--- src/rtl/uart_tx_fifo_cfg.sv ---
// uart_tx_fifo_cfg
// ----------------
// UART serialiser fed by a small write FIFO. Frames are start bit, DBITS data
// bits (LSB first), optional parity bit and a stop period measured in ticks.
// All bit timing is derived from the external one-cycle `tick` strobe.
//
// Optional feature: define UART_TX_BREAK_EN to add the `brk` input, which
// holds the line low while idle and then enforces a STOP_TICKS recovery
// period of idle-high before the next frame.
//
// Ports:
//   clk_50Mhz  in   system clock
//   rst_n      in   asynchronous active-low reset
//   tick       in   baud-oversample strobe (one clock wide)
//   t_en       in   write strobe, pushes din into the FIFO
//   din        in   data word [DBITS-1:0]
//   brk        in   line break request (UART_TX_BREAK_EN builds only)
//   tx         out  serial line, registered, idle high
//   tx_busy    out  frame in progress, FIFO non-empty or break active
//   fifo_full  out  FIFO holds FIFO_DEPTH entries
//   overflow   out  sticky: a write was dropped because the FIFO was full
//   tx_done    out  one-cycle pulse at the end of each stop period
module uart_tx_fifo_cfg #(
  parameter int DBITS      = 8,
  parameter int OVERSAMPLE = 16,
  parameter int STOP_TICKS = 16,
  parameter int PARITY     = 0,
  parameter int FIFO_DEPTH = 4
) (
  input  logic             clk_50Mhz,
  input  logic             rst_n,
  input  logic             tick,
  input  logic             t_en,
  input  logic [DBITS-1:0] din,
`ifdef UART_TX_BREAK_EN
  input  logic             brk,
`endif
  output logic             tx,
  output logic             tx_busy,
  output logic             fifo_full,
  output logic             overflow,
  output logic             tx_done
);

  localparam int CNT_MAX = (OVERSAMPLE > STOP_TICKS) ? OVERSAMPLE : STOP_TICKS;
  localparam int CNT_W   = $clog2(CNT_MAX);
  localparam int BIT_W   = $clog2(DBITS);
  localparam int PTR_W   = $clog2(FIFO_DEPTH);

  localparam bit PAR_EN  = (PARITY == 1) || (PARITY == 2);
  localparam bit PAR_ODD = (PARITY == 1);

  localparam logic [CNT_W-1:0] OS_LAST   = CNT_W'(OVERSAMPLE - 1);
  localparam logic [CNT_W-1:0] STOP_LAST = CNT_W'(STOP_TICKS - 1);
  localparam logic [CNT_W-1:0] CNT_ONE   = CNT_W'(1);
  localparam logic [BIT_W-1:0] BIT_LAST  = BIT_W'(DBITS - 1);
  localparam logic [BIT_W-1:0] BIT_ONE   = BIT_W'(1);
  localparam logic [PTR_W:0]   DEPTH_C   = (PTR_W + 1)'(FIFO_DEPTH);

  typedef enum logic [2:0] {
    ST_IDLE,
    ST_START,
    ST_DATA,
    ST_PARITY,
    ST_STOP
  } state_t;

  state_t           state_q;
  logic [CNT_W-1:0] cnt_q;
  logic [BIT_W-1:0] bit_q;
  logic             tx_q;
  logic             done_q;
  logic             ovf_q;
  logic             hold_q;
  logic [DBITS-1:0] shift_q;
  logic             par_q;

  logic [DBITS-1:0] mem_q [FIFO_DEPTH];
  logic [PTR_W:0]   wr_ptr_q, wr_ptr_d;
  logic [PTR_W:0]   rd_ptr_q, rd_ptr_d;
  logic [PTR_W:0]   level;

  logic             empty, full;
  logic             push, pop, drop;
  logic             os_end, stop_end, hold_end;
  logic             brk_w;
  logic [DBITS-1:0] pop_word;

`ifdef UART_TX_BREAK_EN
  assign brk_w = brk;
`else
  assign brk_w = 1'b0;
`endif

  // Pointers carry one extra wrap bit so full and empty are distinguishable.
  assign level    = wr_ptr_q - rd_ptr_q;
  assign empty    = (level == '0);
  assign full     = (level == DEPTH_C);
  assign pop_word = mem_q[rd_ptr_q[PTR_W-1:0]];

  assign os_end   = tick && (cnt_q == OS_LAST);
  assign stop_end = tick && (cnt_q == STOP_LAST);
  // Break recovery reuses the tick counter to time STOP_TICKS of idle-high.
  assign hold_end = hold_q && !brk_w && stop_end;

  // Pops happen only from IDLE or at the final stop tick (back-to-back frames).
  always_comb begin
    pop = 1'b0;
    case (state_q)
      ST_IDLE: pop = !empty && !brk_w && (!hold_q || hold_end);
      ST_STOP: pop = !empty && !brk_w && stop_end;
      default: pop = 1'b0;
    endcase
  end

  // A pop in the same cycle frees a slot, so a write into a full FIFO survives.
  assign push     = t_en && (!full || pop);
  assign drop     = t_en && full && !pop;
  assign wr_ptr_d = wr_ptr_q + (PTR_W + 1)'(push);
  assign rd_ptr_d = rd_ptr_q + (PTR_W + 1)'(pop);

  always_ff @(posedge clk_50Mhz or negedge rst_n) begin
    if (!rst_n) begin
      wr_ptr_q <= '0;
      rd_ptr_q <= '0;
      ovf_q    <= 1'b0;
    end else begin
      wr_ptr_q <= wr_ptr_d;
      rd_ptr_q <= rd_ptr_d;
      ovf_q    <= ovf_q | drop;
    end
  end

  always_ff @(posedge clk_50Mhz) begin
    if (push) begin
      mem_q[wr_ptr_q[PTR_W-1:0]] <= din;
    end
  end

  // Parity is taken from the whole word at pop time, before any shifting.
  always_ff @(posedge clk_50Mhz) begin
    if (pop) begin
      shift_q <= pop_word;
      par_q   <= (^pop_word) ^ PAR_ODD;
    end else if ((state_q == ST_DATA) && os_end) begin
      shift_q <= shift_q >> 1;
    end
  end

  always_ff @(posedge clk_50Mhz or negedge rst_n) begin
    if (!rst_n) begin
      state_q <= ST_IDLE;
      cnt_q   <= '0;
      bit_q   <= '0;
      tx_q    <= 1'b1;
      done_q  <= 1'b0;
      hold_q  <= 1'b0;
    end else begin
      done_q <= 1'b0;
      case (state_q)
        ST_IDLE: begin
          if (pop) begin
            state_q <= ST_START;
            tx_q    <= 1'b0;
            cnt_q   <= '0;
            hold_q  <= 1'b0;
          end else if (brk_w) begin
            tx_q   <= 1'b0;
            hold_q <= 1'b1;
            cnt_q  <= '0;
          end else if (hold_q) begin
            tx_q <= 1'b1;
            if (hold_end) begin
              hold_q <= 1'b0;
              cnt_q  <= '0;
            end else if (tick) begin
              cnt_q <= cnt_q + CNT_ONE;
            end
          end else begin
            tx_q <= 1'b1;
          end
        end

        ST_START: begin
          if (os_end) begin
            state_q <= ST_DATA;
            cnt_q   <= '0;
            bit_q   <= '0;
            tx_q    <= shift_q[0];
          end else if (tick) begin
            cnt_q <= cnt_q + CNT_ONE;
          end
        end

        // tx is registered, so on each bit boundary it takes the bit that
        // the shift register is about to expose (shift_q[1]).
        ST_DATA: begin
          if (os_end) begin
            cnt_q <= '0;
            if (bit_q == BIT_LAST) begin
              if (PAR_EN) begin
                state_q <= ST_PARITY;
                tx_q    <= par_q;
              end else begin
                state_q <= ST_STOP;
                tx_q    <= 1'b1;
              end
            end else begin
              bit_q <= bit_q + BIT_ONE;
              tx_q  <= shift_q[1];
            end
          end else if (tick) begin
            cnt_q <= cnt_q + CNT_ONE;
          end
        end

        ST_PARITY: begin
          if (os_end) begin
            state_q <= ST_STOP;
            cnt_q   <= '0;
            tx_q    <= 1'b1;
          end else if (tick) begin
            cnt_q <= cnt_q + CNT_ONE;
          end
        end

        ST_STOP: begin
          if (stop_end) begin
            done_q <= 1'b1;
            cnt_q  <= '0;
            if (pop) begin
              state_q <= ST_START;
              tx_q    <= 1'b0;
            end else begin
              state_q <= ST_IDLE;
              tx_q    <= 1'b1;
            end
          end else if (tick) begin
            cnt_q <= cnt_q + CNT_ONE;
          end
        end

        default: begin
          state_q <= ST_IDLE;
          tx_q    <= 1'b1;
        end
      endcase
    end
  end

  assign tx        = tx_q;
  assign tx_done   = done_q;
  assign overflow  = ovf_q;
  assign fifo_full = full;
  assign tx_busy   = (state_q != ST_IDLE) || !empty || hold_q;

endmodule

--- config.mk ---
export PLATFORM = sky130hd
export DESIGN_NAME = uart_tx_fifo_cfg
export DESIGN_NICKNAME = d
export VERILOG_FILES = /design/src/rtl/uart_tx_fifo_cfg.sv
export SDC_FILE = /design/constraint.sdc
export NUM_CORES = 1
export LEC_CHECK = 0
export CORE_ASPECT_RATIO = 0.7
export CORE_MARGIN = 2
export CORE_UTILIZATION = 63
export CTS_CLUSTER_DIAMETER = 30
export DETAILED_ROUTE_END_ITERATION = 8
export PLACE_DENSITY_LB_ADDON = 0.2
export SLEW_MARGIN = 20
export SYNTH_ARGS = -nofsm -noshare
export SYNTH_HDL_FRONTEND = slang
export SYNTH_SLANG_ARGS = --single-unit
--- constraint.sdc ---
create_clock -name clk_50Mhz -period 5.92 [get_ports clk_50Mhz]
set_input_delay 0.592 -clock clk_50Mhz [delete_from_list [all_inputs] [get_ports clk_50Mhz]]
set_output_delay 0.592 -clock clk_50Mhz [all_outputs]
set_load 0.02 [all_outputs]
# Word level (Yosys, flattened, before mapping)
# Memory sizes are Yosys's and may differ from the RTL's.
# Cells that the tools add are included.
[classes]
n_mux = 35
eq_ne = 15
n_div = 0
n_addsub = 5
mul = 0
shift = 0
n_bitwise = 1
n_reduce_logical = 27
n_lt_le_gt_ge = 0
[ops]
columns = ["operator", "n"]
rows = [
  ["2-to-1 mux 3 bit", 9],
  ["2-to-1 mux 4 bit", 5],
  ["2-to-1 mux 8 bit", 2],
  ["case mux 3 bit (5 select lines)", 1],
  ["2-to-1 mux 1 bit", 14],
  ["!= test 2 bit, second input constant", 6],
  ["== test 3 bit, second input constant", 3],
  ["logical AND 1 bit", 8],
  ["case mux 4 bit (2 select lines)", 1],
  ["AND reduction 4 bit", 2],
  ["adder 3 x 1 -> 3 bit", 2],
  ["== test 3 x 2 -> 1 bit, second input constant", 2],
  ["zero test 3 bit", 2],
  ["case mux 3 bit (2 select lines)", 1],
  ["AND reduction 6 bit", 1],
  ["nonzero test 2 bit", 3],
  ["case mux 1 bit (5 select lines)", 1],
  ["adder 4 x 1 -> 4 bit, second input constant", 1],
  ["== test 4 bit, second input constant", 1],
  ["zero test 1 bit", 4],
  ["logical OR 1 bit", 4],
  ["OR reduction 4 bit", 1],
  ["adder 3 x 1 -> 3 bit, second input constant", 1],
  ["== test 3 x 1 -> 1 bit, second input constant", 1],
  ["7 further kinds", 7],
]
[word_totals]
regBits = 28
mem_bits_ro = 0
ram_bits = 32
in_bits = 12
mem_count = 1
wordCells = 94
latch_bits = 0
[mem_list]
columns = ["name", "depth", "width", "rd", "rd_ports_with_merged_regs", "wr", "line_no", "rtl"]
rows = [
  ["mem_q", 4, 8, 1, 0, 1, "78", "logic [DBITS-1:0] mem_q [FIFO_DEPTH];"],
]

# Logic depth before layout (Yosys ltp)
# Gate-level depths: netlist of run 1.
[depth]
word_depth = 10
depth_mapped = 10
ltp_nobuf = 9

# Worst setup path after synthesis of run 1
# OpenSTA, ideal clock, no wires.
[synth_path]
path_kind = "reg-to-reg"
from = "reg rd_ptr_q[1]"
to = "mem mem_q[2][0] (enable)"
required_ns = 5.535
n_path_buf = 1
setup_slack_ns = 3.370
setup_ns = 0.385
arrival_ns = 2.165
stages_incl_launch_ff = 8
path_cell_list = "dfrtp_1 -> clkbuf_1 -> inv_1 -> ha_1 -> nor2b_1 -> xnor2_2 -> o31ai_4 -> nor3b_1"
[synth_between]
elab_chain_cells = 9
elab_cells_between_ends = 12
cone_classes = "1 x add/sub; 1 x eq/ne; 3 x mux; 7 x reduce/logical"
[synth_lines]
columns = ["element", "line_no", "rtl"]
rows = [
  ["start, declared", "80", "logic [PTR_W:0] rd_ptr_q, rd_ptr_d;"],
  ["start signal, assigned", "129", "rd_ptr_q <= rd_ptr_d;"],
  ["subtractor 3 bit *", "96", "assign level = wr_ptr_q - rd_ptr_q;"],
  ["zero test 3 bit", "97", "assign empty = (level == '0);"],
  ["zero test 1 bit", "110, 111", ""],
  ["logical AND 1 bit, on equally long branches", "111, 110", ""],
  ["case mux 1 bit (2 select lines)", "109", "case (state_q)"],
  ["logical OR 1 bit *", "117", "assign push = t_en && (!full || pop);"],
  ["logical AND 1 bit *", "117", ""],
  ["2-to-1 mux 1 bit *", "135", "if (push) begin"],
  ["2-to-1 mux 1 bit (not written as such) *", "136", "mem_q[wr_ptr_q[PTR_W-1:0]] <= din;"],
  ["end, declared", "78", ""],
]
# Every way passes the cells marked *; elsewhere a longest branch is shown, timed or not.

# Final worst setup path of run 1
[layout_path]
from = "reg rd_ptr_q[0]"
to = "out tx_busy"
[layout_between]
elab_chain_cells = 5
[layout_lines]
columns = ["element", "line_no", "rtl"]
rows = [
  ["subtractor 3 bit", "96", ""],
  ["zero test 3 bit", "97", ""],
  ["zero test 1 bit", "255", "assign tx_busy = (state_q != ST_IDLE) || !empty || hold_q;"],
  ["logical OR 1 bit (2 in series)", "255", ""],
  ["end, declared", "39", "output logic tx_busy,"],
]
# No other way between the ends.

==> key figures, run 1 <==
Timing
  – Worst Max-Slew Pin Slew: 0.908 ns
  – Slew HR: 39.3%
  – RSZ-0062 raised after global routing: no
  – Final clock skew: roughly 0.0033 ns
  – F_max: around 320 MHz
  – Final Hold Fails: 0
  – Setup TNS: 0 ns
  – Final Max Slew Viols: 0
  – Period utilization: 52.7%
  – Fin worst setup slack: 2.80 ns
  – Final Critical Period: 3.12 ns
  – Final setup vio count: 0

Layout
  – Multi-input gate area: 983 um^2
  – Flip-flop and latch area: 0.00170 mm^2
  – Final #Nets: about 220
  – Synthesis-to-finish area growth: 15.0%
  – Antenna diode count: 0
  – Layout fillers: 277
  – Final non-filler cell total: around 260
  – Share of layout cells above drive strength 1: 21.4%

GRT
  – First-pass GRT wire length: 7620 um
  – Vias in the first global route: around 1500
  – Largest net degree at the start of global routing: 21
  – Grt ovf: 0
  – Global Route Usage Sum: 21.4%
  – Initial antenna violation count: 0

Yosys
  – Unique masters post-synth: 50
  – Post-Syn Instances: 180
  – Top_reg_cell synth: edfxtp_1
  – Yosys warning count: 0
  – Mapped Area: about 0.0027 mm^2
  – Post-synth top area share: 43.7%
  – #FFs+latches synth: 60
  – Syn Area/Cell: 15.3 um^2
  – Cell taking the most area after synthesis: edfxtp_1
  – Asr flop ratio synth: 33.3%
  – EDFF count, synth: 40
  – Mapped Nets: 201
  – Register area share after synthesis: between 60% and 70%
  – Leading post-synthesis cells by cell area: edfxtp_1, dfrtp_1, mux4_2, ha_1, mux2_4

Routing
  – Routed vias/inst: 6.13
  – Post-route ant nets: 0
  – Drt pass-1 iters: 4
  – Routed Wire Length: around 4700 um
  – DR DRC count: 0
  – Wl on met1: 2250 um
  – DR WL/cell: 18.2 um
  – Starting DRT DRC Count: 79
  – Uppermost routed layer: met4
  – Met2 wire length: 2090 um
  – Met3 Wirelength: 351 um
  – Routed via count: 1599

Pwr
  – PwrDens: 496 mW/mm^2
  – Leak: ~1.2 nW
  – Worst VDD drop: 0.371 mV

Critical path
  – Worst EP arrival: 2.53 ns
  – Critical path type: register to primary output
  – CP Max Fanout: 10
  – Crit path capture type: primary output
  – Critical Path Source Type: register
  – Worst endpoint required time: between 5 and 6 ns

Clocking
  – Clock transition at path regs: 0.06 ns
  – CTS Hold Buffers Added: 0
  – Worst-Skew Late Latency: 0.33 ns
  – TritonCTS clock tree: built
  – Num CTS Buffers: 9
  – Clock Sinks: 60
  – Root Buffer: clkbuf_8
  – H-tree depth: 3
  – Cts repair resizes: 0
  – Post-CTS Setup Bufs: 0
  – Worst-case clock buffer depth: 2

Placed design
  – Placed Cells: between 200 and 250
  – Worst slack, placed: 2.60 ns
  – GP Congestion: between 0.9 and 1
  – IO Port Bufs: 16
  – HPWL Detailed: 3380 um

Die
  – Core area: 0.00425 mm^2
  – Die H: ~59 um
  – Ports: 17
  – Die Wd: approximately 83 um
  – Rows: 20
  – Starting Density: approximately 65%
  – Die area: 0.00491 mm^2

Run
  – Max-cap violations: 0

Hold path
  – Hold Crit Class: register to register

Outcome
  – Status: finished, final reports clean
cells in the final DEF (no fill, tap or decap), types with 3 or more instances in the layout:
master            n
nand2_1           8
nand3_1           4
nor3_1            3
nor2_1           11
a31oi_1           4
dfrtp_1          19
inv_1             6
edfxtp_1         40
mux4_2            8
o2bb2ai_1         3
a21oi_1           5
nor4_1            3
o21ai_0           3
clkdlybuf4s50_1  16
mux2_4            7
clkinv_1          3
clkbuf_8          9
ha_1              9
cell families after synthesis:
kind of cell               count (synthesis)  share of synthesized area (%)
adders and majority gates                  9                           4.10
and+or+nand+nor                           45                           9.15
AOI/OAI and AO/OA                         31                           9.11
xor gates and xnor gates                   5                           2.14
buffers and inverters                     14                           2.78
DFF                                       60                           62.0
muxes                                     16                           10.7
metal layers:
layer  track usage [%]  vias up
met1              31.5      790
met3              7.94        9
met2              29.4       57
li1                  -      743
met5                 0        -
met4              8.43        0
worst paths after layout:
path	depth (start not counted)	slack, ns	to	startpoint
setup reg to reg	5	3.30	mem_q[3][2]$_DFFE_PP_	rd_ptr_q[0]$_DFF_PN0_
setup / recovery	5	2.80	tx_busy	rd_ptr_q[0]$_DFF_PN0_
hold / removal	1	0.48	overflow$_DFF_PN0_	overflow$_DFF_PN0_
max in group asynchronous	1	4.59	hold_q$_DFFE_PN0N_	rst_n
hold reg to reg	1	0.48	overflow$_DFF_PN0_	overflow$_DFF_PN0_
min in group asynchronous	1	0.77	overflow$_DFF_PN0_	rst_n
where the power goes:
| part | internal, mW | leakage, nW | total [mW] | switching, mW |
|---|---|---|---|---|
| Clock | 0.231 | 0.105 | 0.376 | 0.145 |
| Combinational | 0.241 | 0.469 | 0.502 | 0.261 |
| Sequential | 0.584 | 0.612 | 0.690 | 0.106 |
layout make-up:
class / instances / share of cell area (%)
inverters: 7 / 0.990
clock buffers: 9 / 3.92
repair buffers: 17 / 5.31
well taps: 55 / 2.18
clock inverters: 7 / 2.57
multi-input cells: 106 / 31.1
flip-flops and latches: 60 / 53.9
synth_stat cells, types with 2 or more instances:
library cell / n
buf_6: 2
dfrtp_1: 19
clkbuf_1: 4
a211oi_2: 2
nor4_1: 3
nor3_1: 5
nor2_1: 11
nand3b_1: 2
mux4_2: 8
nand3_1: 4
nand2_1: 8
edfxtp_1: 40
mux2_4: 7
o21ai_0: 3
o2bb2ai_1: 3
xor2_1: 2
a31oi_1: 4
o32ai_1: 2
ha_1: 9
a22oi_1: 2
and2_1: 2
a21oi_1: 5
inv_1: 6
critical path, stage by stage, from the launching register on:
cell	delay [ns]
dfrtp_1	0.70
ha_1	0.24
nor2b_1	0.30
xnor2_2	0.25
nand3_1	0.12
clkdlybuf4s50_1	0.57
sequential cells by signal, indices dropped and copies added (netlist names), 3 cells and up:
| name | flops |
|---|---|
| mem_q | 32 |
| shift_q | 8 |
| cnt_q | 4 |
| bit_q | 3 |
| rd_ptr_q | 3 |
| state_q | 3 |
| wr_ptr_q | 3 |
per-stage QoR:
stage | power [mW] | area [um^2] | hold slack (ns) | utilization (%)
after global placement | 1.16 | 2940 | 0.447 | 69.1
after CTS | 1.57 | 3140 | 0.482 | 73.9
after detailed placement | 1.19 | 2940 | 0.468 | 69.1
final | 1.57 | 3160 | 0.475 | 74.3
after floorplan | 1.06 | 2750 | 0.296 | -
after global routing | 1.66 | 3160 | 0.508 | 74.3
Power figures use the tool's default switching activity.
==> inputs of run 2 (changes only) <==
CORE_UTILIZATION = 58   (was 63)
clock period = 3.2 ns   (was 5.92 ns; I/O delays follow)
==> run 2 against run 1 <==
Compared with the run above: clock power is 46% higher; die area is 8.1% higher; clock skew is 0.0033 ns higher; non-clock buffer count is 4 higher; via count is 0.69% lower; wire length is 4.9% higher; global-route usage is 0.43 points lower; combinational power is 90% higher; flip-flop and latch count stayed put; first-iteration DRC count is 47% higher; cell area is 0.99% lower; register-to-register slack worse by 2.7 ns; critical endpoint unchanged; largest power group unchanged.
==> key figures, run 2 (synthesized netlist as in run 1, its figures left out) <==
Routing
  – DR WL/cell: 18.8 um (+3.3%)
  – Routed Wire Length: 4970 um (+4.9%)
  – Routed via count: 1588 (-0.69%)
  – Post-route ant nets: 0 (unchanged)
  – Routed vias/inst: 5.99 (-2.2%)
  – Drt pass-1 iters: 4 (unchanged)
  – Starting DRT DRC Count: 116 (+47%)
  – DR DRC count: 0 (unchanged)

Timing
  – Final Hold Fails: 0 (unchanged)
  – Final Max Slew Viols: 0 (unchanged)
  – F_max: 350 MHz
  – Slew HR: 39.6% (+0.35 points)
  – Setup TNS: 0 ns (unchanged)
  – Final clock skew: 0.00660 ns (+0.00332 ns)
  – Final Critical Period: 2.86 ns
  – Fin worst setup slack: 0.341 ns (-2.46 ns)
  – Worst Max-Slew Pin Slew: 0.903 ns (-0.00522 ns)
  – Period utilization: slightly below 90%
  – Final setup vio count: 0 (unchanged)
  – RSZ-0062 raised after global routing: no
  – Hold Slack: 0.466 ns (-0.00997 ns)

Die
  – Starting Density: 61.7% (-2.9 points)
  – Die area: 0.00531 mm^2 (+8.1%)
  – Die Wd: 86.3 um (+4.0%)
  – Die H: 61.6 um (+3.9%)
  – Rows: 20 (unchanged)
  – Core area: 0.00445 mm^2 (+4.7%)
  – Ports: 17 (unchanged)

Placed design
  – Placed Cells: 249 (+1.6%)
  – GP Congestion: 0.936 (-0.51%)
  – HPWL Detailed: 3490 um (+3.4%)
  – Worst slack, placed: 0.551 ns (-2.05 ns)
  – IO Port Bufs: 16 (unchanged)

Pwr
  – PwrDens: 887 mW/mm^2 (+79%)
  – Leak: 1.18 nW (-0.27%)
  – Worst VDD drop: 0.490 mV (+32%)

Clocking
  – Worst-case clock buffer depth: 2 (unchanged)
  – Worst-Skew Late Latency: 0.33 ns (about the same)
  – Num CTS Buffers: 9 (unchanged)
  – Cts repair resizes: 0 (unchanged)
  – Root Buffer: clkbuf_8
  – TritonCTS clock tree: built
  – Clock transition at path regs: 0.06 ns (about the same)
  – Post-CTS Setup Bufs: 0 (unchanged)
  – CTS Hold Buffers Added: 0 (unchanged)
  – Clock Sinks: 60 (unchanged)
  – H-tree depth: 3 (unchanged)

GRT
  – Global Route Usage Sum: 21.0% (-0.43 points)
  – Vias in the first global route: 1521 (+3.4%)
  – Grt ovf: 0 (unchanged)
  – First-pass GRT wire length: 7850 um (+3.1%)
  – Initial antenna violation count: 0 (unchanged)
  – Largest net degree at the start of global routing: 21 (unchanged)

Critical path
  – Crit path capture type: primary output
  – Worst EP arrival: 2.54 ns (about the same)
  – Worst endpoint required time: 2.88 ns (-2.45 ns)
  – Critical path type: register to primary output
  – CP Max Fanout: 10 (unchanged)
  – R2R cell count: 5 (unchanged)
  – Critical Path Source Type: register
  – Launch point of the worst path: rd_ptr_q[0]$_DFF_PN0_
  – Reg-to-Reg Start: rd_ptr_q[0]$_DFF_PN0_

Layout
  – Antenna diode count: 0 (unchanged)
  – Final non-filler cell total: 265 (+1.5%)
  – Largest register FFs: 32 (unchanged)
  – Final #Nets: 226 (+1.8%)
  – Synthesis-to-finish area growth: 13.8%
  – Most frequent cells in the layout: edfxtp_1, dfrtp_1, clkdlybuf4s50_1, nor2_1
  – Most common cell after layout, fill and taps aside: edfxtp_1
  – Share of layout cells above drive strength 1: 21.4% (+0.069 points)

Run
  – Max-cap violations: 0 (unchanged)

Outcome
  – Status: finished, final reports clean

Hold path
  – HP Start: overflow$_DFF_PN0_
  – Hold Crit Class: register to register
  – Hold path depth: 1 (unchanged)
==> run 2: changes by cell type in the layout (fill, tap and decap cells not counted) <==
cell,change
buf_4,+4
clkbuf_1,+1
clkinv_2,+1
nor3b_2,-1
nor3_1,+2
clkinv_4,+1
clkinv_1,-1
nor3_2,-2
nor3b_1,+1
bufinv_16,-2
==> run 2: critical path, stage by stage, from the launching register on <==
cell and delay (ns):
dfrtp_1 0.72, ha_1 0.24, nor2b_1 0.28, xnor2_2 0.25, nand3_1 0.14, clkdlybuf4s50_1 0.57
==> run 2: final timing paths <==
path	slack [ns]	end
worst max-delay path	0.34	tx_busy
worst min-delay path	0.47	overflow$_DFF_PN0_
worst min register to register	0.47	overflow$_DFF_PN0_
worst max register to register	0.61	mem_q[3][3]$_DFFE_PP_
min in group asynchronous	0.50	wr_ptr_q[0]$_DFF_PN0_
max in group asynchronous	2.15	bit_q[0]$_DFFE_PN0P_
==> run 2: area by class of cell <==
type | count | area [um^2]
repair buffers | 21 | 198
multi-input cells | 106 | 968
inverters | 7 | 31.3
flip-flops and latches | 60 | 1700
clock buffers | 10 | 128
well taps | 55 | 68.8
fillers | 299 | 1330
clock inverters | 6 | 31.3
==> run 2: where the power goes <==
part	switching, mW	internal [mW]	total (mW)
registers	0.192	1.08	1.27
logic	0.493	0.460	0.953
clock network	0.277	0.272	0.550
==> run 2: metrics by stage <==
stage	total power, mW	area (um^2)	util [%]
5_1_grt	2.93	3130	70.2
2_1_floorplan	1.95	2750	-
3_5_place_dp	2.23	2970	66.7
3_3_place_gp	2.18	2970	66.7
6_report	2.77	3130	70.2
4_1_cts	2.79	3130	70.2
==> run 2: layer usage <==
| layer | global-route usage (%) | vias up | share of wire (%) |
|---|---|---|---|
| li1 | - | 748 | - |
| met1 | 28.7 | 786 | 48 |
| met2 | 31.3 | 45 | 46 |
| met3 | 9.52 | 9 | 4.4 |
| met4 | 5.36 | 0 | 1.2 |
| met5 | 0 | - | 0 |
==> inputs of run 3 (changes only) <==
CORE_MARGIN = not set   (was 2)
==> run 3 against run 2 <==
Compared with the run above: final cell count is 0.38% lower; clock power is 9.8% higher; sequential power hardly changed; non-clock buffer count stayed put; clock skew hardly changed; combinational power hardly changed; register-to-register slack better by 0.04 ns; power is 2.1% higher; worst hold slack better by 0.0040 ns; largest cell class unchanged; largest power group unchanged; highest routed layer unchanged.
==> key figures, run 3 (synthesized netlist as in run 1, its figures left out) <==
Layout
  – Synthesis-to-finish area growth: 14.3%
  – Most common cell after layout, fill and taps aside: edfxtp_1
  – Share of layout cells above drive strength 1: 20.1% (-1.3 points)
  – Most frequent cells in the layout: edfxtp_1, dfrtp_1, clkdlybuf4s50_1, nor2_1
  – Layout fillers: 300 (+0.33%)
  – Largest register FFs: 32 (unchanged)
  – Final #Nets: 226 (unchanged)
  – Final non-filler cell total: 264 (-0.38%)
  – Antenna diode count: 0 (unchanged)

GRT
  – Largest net degree at the start of global routing: 21 (unchanged)
  – First-pass GRT wire length: 8710 um (+11%)
  – Grt ovf: 0 (unchanged)
  – Initial antenna violation count: 0 (unchanged)
  – Vias in the first global route: 1699 (+12%)
  – Global Route Usage Sum: 24.2% (+3.2 points)

Timing
  – Final Max Slew Viols: 0 (unchanged)
  – RSZ-0062 raised after global routing: no
  – Slew HR: 40.0% (+0.32 points)
  – Worst Max-Slew Pin Slew: 0.898 ns (-0.00485 ns)
  – Final Hold Fails: 0 (unchanged)
  – Period utilization: 90.8% (+1.4 points)
  – Final clock skew: 0.00672 ns (+0.000117 ns)
  – Final setup vio count: 0 (unchanged)
  – F_max: 344 MHz (-1.6%)
  – Final Critical Period: 2.91 ns (+0.0462 ns)
  – Setup TNS: 0 ns (unchanged)

Clocking
  – Root Buffer: clkbuf_8
  – CTS Hold Buffers Added: 0 (unchanged)
  – Post-CTS Setup Bufs: 0 (unchanged)
  – Worst-Skew Late Latency: 0.33 ns (about the same)
  – Worst-case clock buffer depth: 2 (unchanged)
  – Cts repair resizes: 0 (unchanged)
  – Clock Sinks: 60 (unchanged)
  – TritonCTS clock tree: built
  – Num CTS Buffers: 9 (unchanged)
  – H-tree depth: 3 (unchanged)
  – Clock transition at path regs: 0.06 ns (about the same)

Pwr
  – Leak: 1.18 nW (about the same)
  – Worst VDD drop: 0.555 mV (+13%)
  – PwrDens: 901 mW/mm^2 (+1.6%)

Routing
  – Routed Wire Length: 5130 um (+3.2%)
  – Post-route ant nets: 0 (unchanged)
  – Routed via count: 1611 (+1.4%)
  – DR DRC count: 0 (unchanged)
  – Starting DRT DRC Count: 171 (+47%)
  – Routed vias/inst: 6.10 (+1.8%)
  – Drt pass-1 iters: 4 (unchanged)
  – DR WL/cell: 19.4 um (+3.6%)

Critical path
  – CP Max Fanout: 10 (unchanged)
  – Crit path capture type: primary output
  – Reg2reg setup slack: 0.65 ns (+0.04 ns)
  – Critical-path cell list: ha_1 > nor2b_1 > xnor2_2 > nor2_1 > clkdlybuf4s50_1
  – Critical path type: register to primary output
  – R2R cell count: 8 (+3)
  – Critical Path Source Type: register
  – Reg-to-Reg Start: rd_ptr_q[0]$_DFF_PN0_
  – Worst EP arrival: 2.59 ns (+0.05 ns)
  – CP max stage cell: dfrtp_1
  – Worst endpoint required time: 2.88 ns (about the same)
  – Worst r2r dst: wr_ptr_q[2]$_DFF_PN0_
  – Max incr delay on CP: 0.71 ns (about the same)

Die
  – Die area: 0.00502 mm^2 (-5.5%)
  – Die Wd: 84.3 um (-2.3%)
  – Rows: 20 (unchanged)
  – Starting Density: 61.7% (unchanged)
  – Core area: 0.00445 mm^2 (unchanged)
  – Die H: 59.6 um (-3.2%)
  – Ports: 17 (unchanged)

Hold path
  – HP Start: overflow$_DFF_PN0_
  – Hold Path End: overflow$_DFF_PN0_
  – Hold Crit Class: register to register
  – Hold path depth: 1 (unchanged)

Outcome
  – Status: finished, final reports clean

Placed design
  – HPWL Detailed: 3630 um (+3.8%)
  – GP Congestion: 0.939 (+0.37%)
  – Placed Cells: 249 (unchanged)
  – IO Port Bufs: 16 (unchanged)

Run
  – Max-cap violations: 0 (unchanged)
==> run 3: cell count changes in the layout (fill, tap and decap cells not counted) <==
cell | before | now
clkinv_1 | 2 | 3
clkinv_2 | 3 | 0
clkbuf_1 | 1 | 2
clkinv_4 | 1 | 0
bufinv_16 | 0 | 1
==> run 3: layout make-up <==
cell class	instances	area, um^2	share of cell area, %
Sequential cell	60	1700	54.2
Multi-Input combinational cell	106	968	30.8
Timing Repair Buffer	21	198	6.29
Clock buffer	11	131	4.18
Tap cell	55	68.8	2.19
Clock inverter	4	41.3	1.31
Inverter	7	31.3	0.996
==> run 3: worst max path at each step <==
stage	slack, ns	start	endpoint
finish	0.29	rd_ptr_q[0]$_DFF_PN0_	fifo_full
global route	0.12	rd_ptr_q[0]$_DFF_PN0_	fifo_full
CTS	0.25	rd_ptr_q[0]$_DFF_PN0_	fifo_full
detailed placement	0.60	tick	mem_q[3][4]$_DFFE_PP_
global placement	0.67	tick	mem_q[3][3]$_DFFE_PP_
floorplan	0.65	rd_ptr_q[1]$_DFF_PN0_	mem_q[2][0]$_DFFE_PP_
==> run 3: worst max-delay path, delay by kind of cell (launching register included) <==
| family | cells | cell delay [ns] |
|---|---|---|
| xor+xnor | 1 | 0.20 |
| fa+ha+maj | 1 | 0.26 |
| buf+inv | 1 | 0.62 |
| flops | 1 | 0.71 |
| simple gates | 2 | 0.47 |
==> run 3: stage by stage <==
stage / worst slack, ns / util [%] / hold WS, ns / power (mW) / instance area (um^2)
6_report: 0.294 / 70.5 / 0.470 / 2.83 / 3140
5_1_grt: 0.122 / 70.5 / 0.498 / 3.00 / 3140
4_1_cts: 0.254 / 70.5 / 0.478 / 2.85 / 3140
3_5_place_dp: 0.600 / 66.7 / 0.466 / 2.23 / 2970
3_3_place_gp: 0.674 / 66.7 / 0.444 / 2.17 / 2970
2_1_floorplan: 0.650 / - / 0.0244 / 1.95 / 2750
==> run 3: per-layer routing <==
layer / up-vias / track usage, % / part of all wire, %
met5: - / 0 / 0
met4: 0 / 7.88 / 1.3
met3: 10 / 7.10 / 6.8
met2: 60 / 37.1 / 47
met1: 797 / 33.8 / 45
li1: 744 / - / -
==> run 3: where the power goes <==
part	internal, mW	switching [mW]	total [mW]	leakage (nW)
combinational	0.461	0.495	0.955	0.487
sequential	1.08	0.193	1.27	0.612
clock	0.348	0.256	0.604	0.0859
total	1.89	0.944	2.83	1.18
